File: config.mk
export PLATFORM = sky130hd
export DESIGN_NAME = ame_approx_arb
export DESIGN_NICKNAME = d
export VERILOG_FILES = /design/src/rtl/ame_approx_arb.sv
export SDC_FILE = /design/constraint.sdc
export NUM_CORES = 1
export LEC_CHECK = 0
export BUFFER_PORTS_ARGS = -buffer_cell sky130_fd_sc_hd__buf_2
export CORE_MARGIN = 4
export CORE_UTILIZATION = 35
export CTS_CLUSTER_DIAMETER = 100
export DETAILED_ROUTE_END_ITERATION = 8
export GPL_ROUTABILITY_DRIVEN = 1
export HOLD_SLACK_MARGIN = 0.12
export PLACE_DENSITY_LB_ADDON = 0.25
export SYNTH_ARGS = -nofsm -noshare
export SYNTH_HDL_FRONTEND = slang
export SYNTH_SLANG_ARGS = --single-unit
File: constraint.sdc
create_clock -name clk_i -period 4.95 [get_ports clk_i]
set_clock_uncertainty 0.05 [all_clocks]
set_input_delay 0.495 -clock clk_i [delete_from_list [all_inputs] [get_ports clk_i]]
set_output_delay 0.495 -clock clk_i [all_outputs]
set_load 0.02 [all_outputs]
File: src/rtl/ame_approx_arb.sv
// Round-robin front end sharing one leading-one approximator among requesters.
// Each requester has one outstanding operation and a result slot held until consumed.
`timescale 1ns/1ps

module ame_num_approx #(
    parameter int DATA_BITS = 64,
    parameter int RES_BITS  = $clog2(DATA_BITS)
) (
    input  logic                 clk_i,
    input  logic                 rst_n_i,
    input  logic                 comp_init_i,
    input  logic [DATA_BITS-1:0] comp_data_i,
    output logic [RES_BITS-1:0]  comp_data_o
);
    logic [DATA_BITS-1:0] mag;
    logic [RES_BITS-1:0]  pos;

    // the most negative value negates to itself, which reads as 2^(DATA_BITS-1)
    assign mag = comp_data_i[DATA_BITS-1] ? (-comp_data_i) : comp_data_i;

    always_comb begin
        pos = '0;
        for (int b = 0; b < DATA_BITS; b++) begin
            if (mag[b]) pos = RES_BITS'(b);
        end
    end

    always_ff @(posedge clk_i or negedge rst_n_i) begin
        if (!rst_n_i) begin
            comp_data_o <= '0;
        end else if (comp_init_i) begin
            comp_data_o <= pos;
        end
    end
endmodule

module ame_approx_arb #(
    parameter int NUM_REQ   = 4,
    parameter int DATA_BITS = 64,
    parameter int RES_BITS  = $clog2(DATA_BITS)
) (
    input  logic                          clk_i,
    input  logic                          rst_n_i,
    input  logic [NUM_REQ-1:0]            req_valid_i,
    output logic [NUM_REQ-1:0]            req_ready_o,
    input  logic [NUM_REQ*DATA_BITS-1:0]  req_data_i,
    output logic [NUM_REQ-1:0]            rsp_valid_o,
    input  logic [NUM_REQ-1:0]            rsp_ready_i,
    output logic [NUM_REQ*RES_BITS-1:0]   rsp_data_o,
    output logic [NUM_REQ-1:0]            rsp_zero_o,
    output logic                          busy_o
);
    localparam int PW = (NUM_REQ > 1) ? $clog2(NUM_REQ) : 1;

    logic [NUM_REQ-1:0][DATA_BITS-1:0] ops;
    logic [NUM_REQ-1:0][RES_BITS-1:0]  slot_data;
    logic [NUM_REQ-1:0]                slot_zero;
    logic [NUM_REQ-1:0]                rsp_valid_q;
    logic [NUM_REQ-1:0]                busy_q;
    logic [NUM_REQ-1:0]                busy_d;
    logic [NUM_REQ-1:0]                elig;
    logic [NUM_REQ-1:0]                grant;
    logic [NUM_REQ-1:0]                consume;
    logic [PW-1:0]                     ptr_q;
    logic [PW-1:0]                     gidx;
    logic                              found;
    logic                              run_q;
    logic                              busy_q_out;

    logic                              inflight_v;
    logic [PW-1:0]                     inflight_tag;
    logic                              inflight_zero;

    logic                              comp_init;
    logic [DATA_BITS-1:0]              comp_data;
    logic [RES_BITS-1:0]               comp_res;

    assign ops = req_data_i;

    // run_q keeps grants off until the first clock after reset release
    assign elig = req_valid_i & ~busy_q & {NUM_REQ{run_q}};

    always_comb begin
        grant = '0;
        gidx  = '0;
        found = 1'b0;
        for (int k = 0; k < NUM_REQ; k++) begin
            if (!found && elig[(int'(ptr_q) + k) % NUM_REQ]) begin
                found = 1'b1;
                gidx  = PW'((int'(ptr_q) + k) % NUM_REQ);
                grant[(int'(ptr_q) + k) % NUM_REQ] = 1'b1;
            end
        end
    end

    assign comp_init = found;
    assign comp_data = ops[gidx];
    assign consume   = rsp_valid_q & rsp_ready_i;
    assign busy_d    = (busy_q | grant) & ~consume;

    ame_num_approx #(
        .DATA_BITS (DATA_BITS),
        .RES_BITS  (RES_BITS)
    ) u_approx (
        .clk_i       (clk_i),
        .rst_n_i     (rst_n_i),
        .comp_init_i (comp_init),
        .comp_data_i (comp_data),
        .comp_data_o (comp_res)
    );

    always_ff @(posedge clk_i or negedge rst_n_i) begin
        if (!rst_n_i) begin
            run_q         <= 1'b0;
            ptr_q         <= '0;
            busy_q        <= '0;
            busy_q_out    <= 1'b0;
            inflight_v    <= 1'b0;
            inflight_tag  <= '0;
            inflight_zero <= 1'b0;
        end else begin
            run_q      <= 1'b1;
            busy_q     <= busy_d;
            busy_q_out <= |busy_d;
            inflight_v <= found;
            if (found) begin
                ptr_q         <= (gidx == PW'(NUM_REQ - 1)) ? '0 : gidx + PW'(1);
                inflight_tag  <= gidx;
                inflight_zero <= (comp_data == '0);
            end
        end
    end

    // a slot never captures and drains in the same cycle: busy_q blocks re-issue
    always_ff @(posedge clk_i or negedge rst_n_i) begin
        if (!rst_n_i) begin
            rsp_valid_q <= '0;
            slot_data   <= '0;
            slot_zero   <= '0;
        end else begin
            for (int i = 0; i < NUM_REQ; i++) begin
                if (inflight_v && (inflight_tag == PW'(i))) begin
                    rsp_valid_q[i] <= 1'b1;
                    slot_data[i]   <= inflight_zero ? '0 : comp_res;
                    slot_zero[i]   <= inflight_zero;
                end else if (consume[i]) begin
                    rsp_valid_q[i] <= 1'b0;
                end
            end
        end
    end

    assign req_ready_o = grant;
    assign rsp_valid_o = rsp_valid_q;
    assign rsp_data_o  = slot_data;
    assign rsp_zero_o  = slot_zero;
    assign busy_o      = busy_q_out;
endmodule

Word-level counts from Yosys, hierarchy flattened --
Cells that the tools add are included.
Word-level totals: register bits 50, input port bits 266, logic and storage cells 182
Operators by class: add/sub/neg operators 5, magnitude comparators 9, eq/ne operators 4, muxes and demuxes 107, bitwise gates (word level) 13, reductions and logical operators 24
Operators with widths (count):
- 6-bit 2-to-1 mux | 63
- 64-bit binary-select mux with 2-bit select | 1
- 64-bit 2-to-1 mux | 2
- 64-bit logical NOT | 1
- 64-bit negation | 1
- 1-bit 2-to-1 mux | 24
- 4-bit AND | 4
- 4-bit 2-to-1 mux | 4
- 4-bit OR | 4
- 3-bit by 4-bit < comparator with 1-bit output (second input constant) | 3
- 1-bit logical AND | 11
- 2-bit 2-to-1 mux | 5
- 3-bit by 1-bit greater-or-equal comparator with 1-bit output (second input constant) | 3
- 1-bit binary-select mux with 2-bit select | 4
- 1-bit demux with 2-bit select | 4
- 4-bit NOT | 2
- 2-bit nonzero test | 4
- 2-bit equality test (second input constant) | 3
- 2-bit by 3-bit < comparator with 1-bit output (second input constant) | 2
- 2-bit OR reduction | 3
- 2-bit by 1-bit adder with 2-bit output (second input constant) | 2
- 2-bit adder (second input constant) | 2
- 4-bit OR reduction | 1
- 1-bit AND (first input constant) | 3
- 4 further kinds | 6

Longest topological paths before layout --
depth after elaboration 82, gate-level depth with buffers 27, depth with buffers taken out 20

Hierarchy --
From an unflattened synthesis, not the netlist that was laid out.
Second synthesis, totals: cells, all modules 1301, area, all modules 8674.6 um2
By module, submodules not included:
- ame_approx_arb | instances 1, cells an instance 641, area an instance 4584.4 um2, sequential area each 1101.1 um2
- ame_num_approx | instances 1, cells an instance 660, area an instance 4090.2 um2, sequential area each 150.1 um2

Worst setup path before layout --
No wires, ideal clock.
path kind flip-flop to flip-flop, start register ptr_q[0], end register u_approx.comp_data_o[1], library setup time 84 ps, arrival time 5325 ps, required time 4816 ps, setup slack -509 ps, stages on the path, launching flop included 23, clock period less this slack 5459 ps, path through dfrtp_1 -> buf_6 -> inv_4 -> ha_1 -> and2_1 -> o21a_1 -> o31a_1 -> nand2_1 -> buf_2 -> buf_6 -> buf_2 -> a31oi_1 -> mux2_2 -> nor4_4 -> nand4_2 -> or4_1 -> buf_2 -> o31a_1 -> o32ai_2 -> nand2_1 -> or4_1 -> a311o_1 -> a41oi_2
Between the ends: word-level cells in the longest chain between the ends 78, elaborated cells on any way between the ends 94, classes of those cells 4 x add/sub; 84 x mux; 6 x reduce/logical
RTL lines:
- start: declaration | line 64 | logic [PW-1:0] ptr_q;
- start signal: assignment | line 127 | ptr_q <= (gidx == PW'(NUM_REQ - 1)) ? '0 : gidx + PW'(1);
- 2-bit by 1-bit adder with 2-bit output / 1-bit binary-select mux with 2-bit select (equally long branches) | line 88, 90
- 1-bit binary-select mux with 2-bit select / 1-bit 2-to-1 mux (equally long branches) | line 88 | if (!found && elig[(int'(ptr_q) + k) % NUM_REQ]) begin
- 1-bit 2-to-1 mux (not written as such) | line 88
- 1-bit 2-to-1 mux (not written as such) / 1-bit logical NOT (equally long branches) | line 88
- 1-bit logical AND | line 88
- 1-bit 2-to-1 mux | line 88
- 1-bit logical NOT | line 88
- 1-bit logical AND | line 88
- 1-bit 2-to-1 mux | line 88
- 1-bit logical NOT | line 88
- 1-bit logical AND | line 88
- 2-bit 2-to-1 mux | line 88
- 64-bit binary-select mux with 2-bit select | line 97 | assign comp_data = ops[gidx];
- 64-bit 2-to-1 mux (not written as such) | line 97
- 64-bit negation | line 19 | assign mag = comp_data_i[DATA_BITS-1] ? (-comp_data_i) : comp_data_i;
- 64-bit 2-to-1 mux | line 19
- 6-bit 2-to-1 mux (62 in series) | line 24 | if (mag[b]) pos = RES_BITS'(b);
- end signal: assignment | line 32 | comp_data_o <= pos;
- end: declaration | line 13 | output logic [RES_BITS-1:0] comp_data_o
Parallel ways exist; a longest one is shown, timed or not. The select of a mux whose other input is x is not followed. A chain may end at the register's enable or synchronous reset.

Final worst setup path --
start register ptr_q[0], end register u_approx.comp_data_o[4]
Between the ends: word-level cells in the longest chain between the ends 77, elaborated cells on any way between the ends 93, classes of those cells 4 x add/sub; 83 x mux; 6 x reduce/logical
RTL lines (line):
- 2-bit by 1-bit adder with 2-bit output / 1-bit binary-select mux with 2-bit select (equally long branches) | 88, 90
- 1-bit binary-select mux with 2-bit select / 1-bit 2-to-1 mux (equally long branches) | 88
- 1-bit 2-to-1 mux (not written as such) | 88
- 1-bit 2-to-1 mux (not written as such) / 1-bit logical NOT (equally long branches) | 88
- 1-bit logical AND | 88
- 1-bit 2-to-1 mux | 88
- 1-bit logical NOT | 88
- 1-bit logical AND | 88
- 1-bit 2-to-1 mux | 88
- 1-bit logical NOT | 88
- 1-bit logical AND | 88
- 2-bit 2-to-1 mux | 88
- 64-bit binary-select mux with 2-bit select | 97
- 64-bit 2-to-1 mux (not written as such) | 97
- 64-bit negation | 19
- 64-bit 2-to-1 mux | 19
- 6-bit 2-to-1 mux (61 in series) | 24
Parallel ways exist; a longest one is shown, timed or not. The select of a mux whose other input is x is not followed.

==> qor.yml <==
status: "finished with violations"
violations: "setup timing"
clk_pin_slew_ns: 0.08
ctsHoldBuffers: 0
grt_start_max_net_pins: 51
cts_buffers: 5
synth_edf_count: 0
hpwlAfterDp_um: 36000
sw_frac_of_total_pct: 51.6
cp-end-kind: "register"
core_um2: 26000
drtAntennaViolNets: 0
crit_fanout: 6
die-area_um2: 29000
grt_pass1_vias: 12500
synth_top_area_share_pct: 13.6
finalMaxSlewViolations: 0
clock_latency_ns: 0.29
synth_area_leaders: "dfrtp_1, nand2_1, o21ai_0"
hold_viol: 0
drive_gt1_share_pct: 45.1
drt_wl_total_um: 44400
first_pass_iters: 7
fin_setup_tns_ns: -1.68
ys_seq_area_share_pct: 13.6
fin_nets: 2181
numPortBuffers: 302
worst_slew_pin_slew_ns: 0.783
r2r_end: "u_approx.comp_data_o[4]"
synth_cell_types: 113
rsz0062_at_grt: "yes"
h-tree-depth: 2
clockRootBuffer: "clkbuf_16"
powerDensity_nw_per_um2: 887
grt_usage_pct: 28.5
wire_per_inst_um: 19.8
grt-ovfl-total: 0
rrSetupSlack_ns: -0.31
clock.fmax_mhz: 190
worst_r2r_path_depth: 23
die_x_um: 170
synthesis.nets: 1603
clkPwrFrac_pct: 3.6
via_per_inst: 5.89
die_y_um: 170
grt_pass1_wl_um: 67100
initial_core_util_pct: 35.4
drc: 0
cts_tree: "done"
p_leak_nw: 6.60
pwr-share-seq_pct: 5.4
synthFlopType: "dfrtp_1"
maxCapViolations: 0
rr_startpoint: "ptr_q[0]"
fin_hold_ws_ns: 0.263
drt_iter0_markers: 1224
syn-mean-instance-area_um2: 6.91
cts.path.max_buffers: 2
critPathKind: "reg -> reg"
required_ns: 5.08
crit_end: "u_approx.comp_data_o[4]"
utilization_pct: 56.2
synth_area_um2: 9200
power.switching_mw: 6.69
cts_sinks: 50
vias: 13200
ir_drop_v: 0.000419
rows: 59
slew_headroom_pct: 47.3
synth-seq-cells: 50
async_flop_share_pct: 100
fin_ws_ns: -0.310
finalCritPeriodShare_pct: 106
ioPinCount: 303
holdCritPathClass: "in -> async"
diodes: 0
min_period_ns: 5.26
antenna_found_initial: 0
combinationalPowerShare_pct: 91.1
synth_warnings: 0
start_kind: "register"
yosysTopAreaCell: "dfrtp_1"
p_int_mw: 6.26
place_congestion: 0.975
synthCells: 1332
worstPathArrival_ns: 5.39
synthToLayoutAreaGrowth_pct: 58.6
startpoint: "ptr_q[0]"
setup_viol: 6
-- cell type report --
| cell class | instances | area [µm²] |
|---|---|---|
| Fill cell | 2521 | 11400 |
| Multi-Input combinational cell | 1158 | 8090 |
| Timing Repair Buffer | 669 | 4530 |
| Sequential cell | 50 | 1250 |
| Tap cell | 335 | 419 |
| Clock buffer | 6 | 139 |
| Inverter | 26 | 105 |
| Clock inverter | 2 | 60.1 |
-- timing repair --
item	in CTS	in global routing
gates cloned	1	1
buffers inserted	16	27
resized for setup	76	61
pin swaps	21	29
endpoints found under the setup margin	6	6
-- logic make-up after synthesis --
logic type	count (synthesis)	share of synthesized area [%]
AND/OR/NAND/NOR	610	33.7
AO/OA/AOI/OAI	434	34.1
buffers and inverters	124	6.00
multiplexers	72	8.46
flip-flops	50	13.6
XOR/XNOR	36	3.43
adder cells (fa/ha/maj)	5	0.680
other	1	0.0407
-- Yosys cell counts (9+ instances only) --
master,instances
a2111oi_0,10
a211oi_1,27
a21oi_1,64
a221oi_1,9
a22o_1,11
a31o_2,16
a31oi_1,29
a41oi_1,10
and2_1,14
and3_1,39
buf_1,14
buf_2,27
clkbuf_1,49
dfrtp_1,50
inv_1,24
mux2_2,22
mux2i_1,47
nand2_1,196
nand2b_1,16
nand3_1,75
nand4_1,26
nor2_1,106
nor3_1,39
nor4_1,18
o211ai_1,17
o21ai_0,99
o31ai_1,12
o41ai_1,10
or3_1,11
or4_1,11
xnor2_1,26
xor2_1,10
-- metal layers --
metal / GRT usage (%) / up-vias / share of wire, %
met3: 5.20 / 99 / 8.7
met2: 44.5 / 659 / 43
li1: - / 6272 / -
met1: 39.7 / 6203 / 45
met5: 0 / - / 0
met4: 9.38 / 0 / 3.5
-- placed cells by master, fill, tap and decap left out, types with 13 or more instances in the layout --
master / count
a211oi_1: 25
a21oi_1: 60
o21ai_0: 96
inv_1: 23
nor2_1: 100
nor4_1: 13
buf_2: 302
nor3_1: 30
a31o_2: 16
xnor2_1: 25
mux2_2: 20
buf_4: 336
a31oi_1: 29
nand2b_1: 15
and3_1: 35
o211ai_1: 17
buf_6: 13
mux2i_1: 43
nand2_1: 192
dfrtp_1: 48
nand4_1: 26
nand3_1: 74
-- state kept, by name, indices dropped and copies added, names as in the netlist, 2 cells and up --
name                  cells
busy_q                    4
rsp_data_o               24
inflight_tag              2
ptr_q                     2
u_approx.comp_data_o      6
rsp_zero_o                4
rsp_valid_o               4
-- worst min path at each step --
stage	from	end	slack (ns)	cells after the start
floorplan	rst_n_i	busy_o	0.15	0
global placement	rsp_data_o[15]	rsp_data_o[15]	0.41	2
detailed placement	rsp_data_o[13]	rsp_data_o[13]	0.42	2
CTS	rst_n_i	rsp_data_o[18]	0.29	2
global route	rst_n_i	rsp_data_o[18]	0.33	2
finish	rst_n_i	u_approx.comp_data_o[0]	0.26	2
-- critical path: stages (launching register included) --
cell and delay (ns):
dfrtp_2 0.46, inv_8 0.07, ha_4 0.22, and2_4 0.16, o21a_1 0.20, o31a_1 0.34, buf_4 0.16, nand2_8 0.06
buf_12 0.10, buf_12 0.13, a31oi_1 0.09, mux2_4 0.32, nor4_4 0.28, buf_4 0.17, nand4_4 0.15, or4_4 0.53
buf_6 0.14, or4_4 0.52, mux2i_2 0.17, o32ai_2 0.28, nand2_1 0.12, or2_1 0.25, nor2_2 0.11, a21oi_1 0.07
-- power groups by stage --
stage	clock [mW]	sequential, mW	combinational, mW
after floorplan	0	0.816	6.14
after global placement	0	0.697	10.5
after detailed placement	0	0.704	10.6
after CTS	0.463	0.698	11.1
after global routing	0.480	0.719	12.7
final	0.462	0.697	11.8
-- metrics by stage --
stage / cell area [µm²] / worst slack [ns] / power [mW] / cells
global placement: 13300 / -0.517 / 11.2 / 2194
floorplan: 9320 / -0.276 / 6.96 / 1332
finish: 14600 / -0.310 / 12.9 / 2246
detailed placement: 13300 / -0.544 / 11.3 / 2194
CTS: 14100 / -0.142 / 12.3 / 2219
global route: 14600 / -0.499 / 13.9 / 2246
Note: power is estimated with default switching activity, not from simulation.
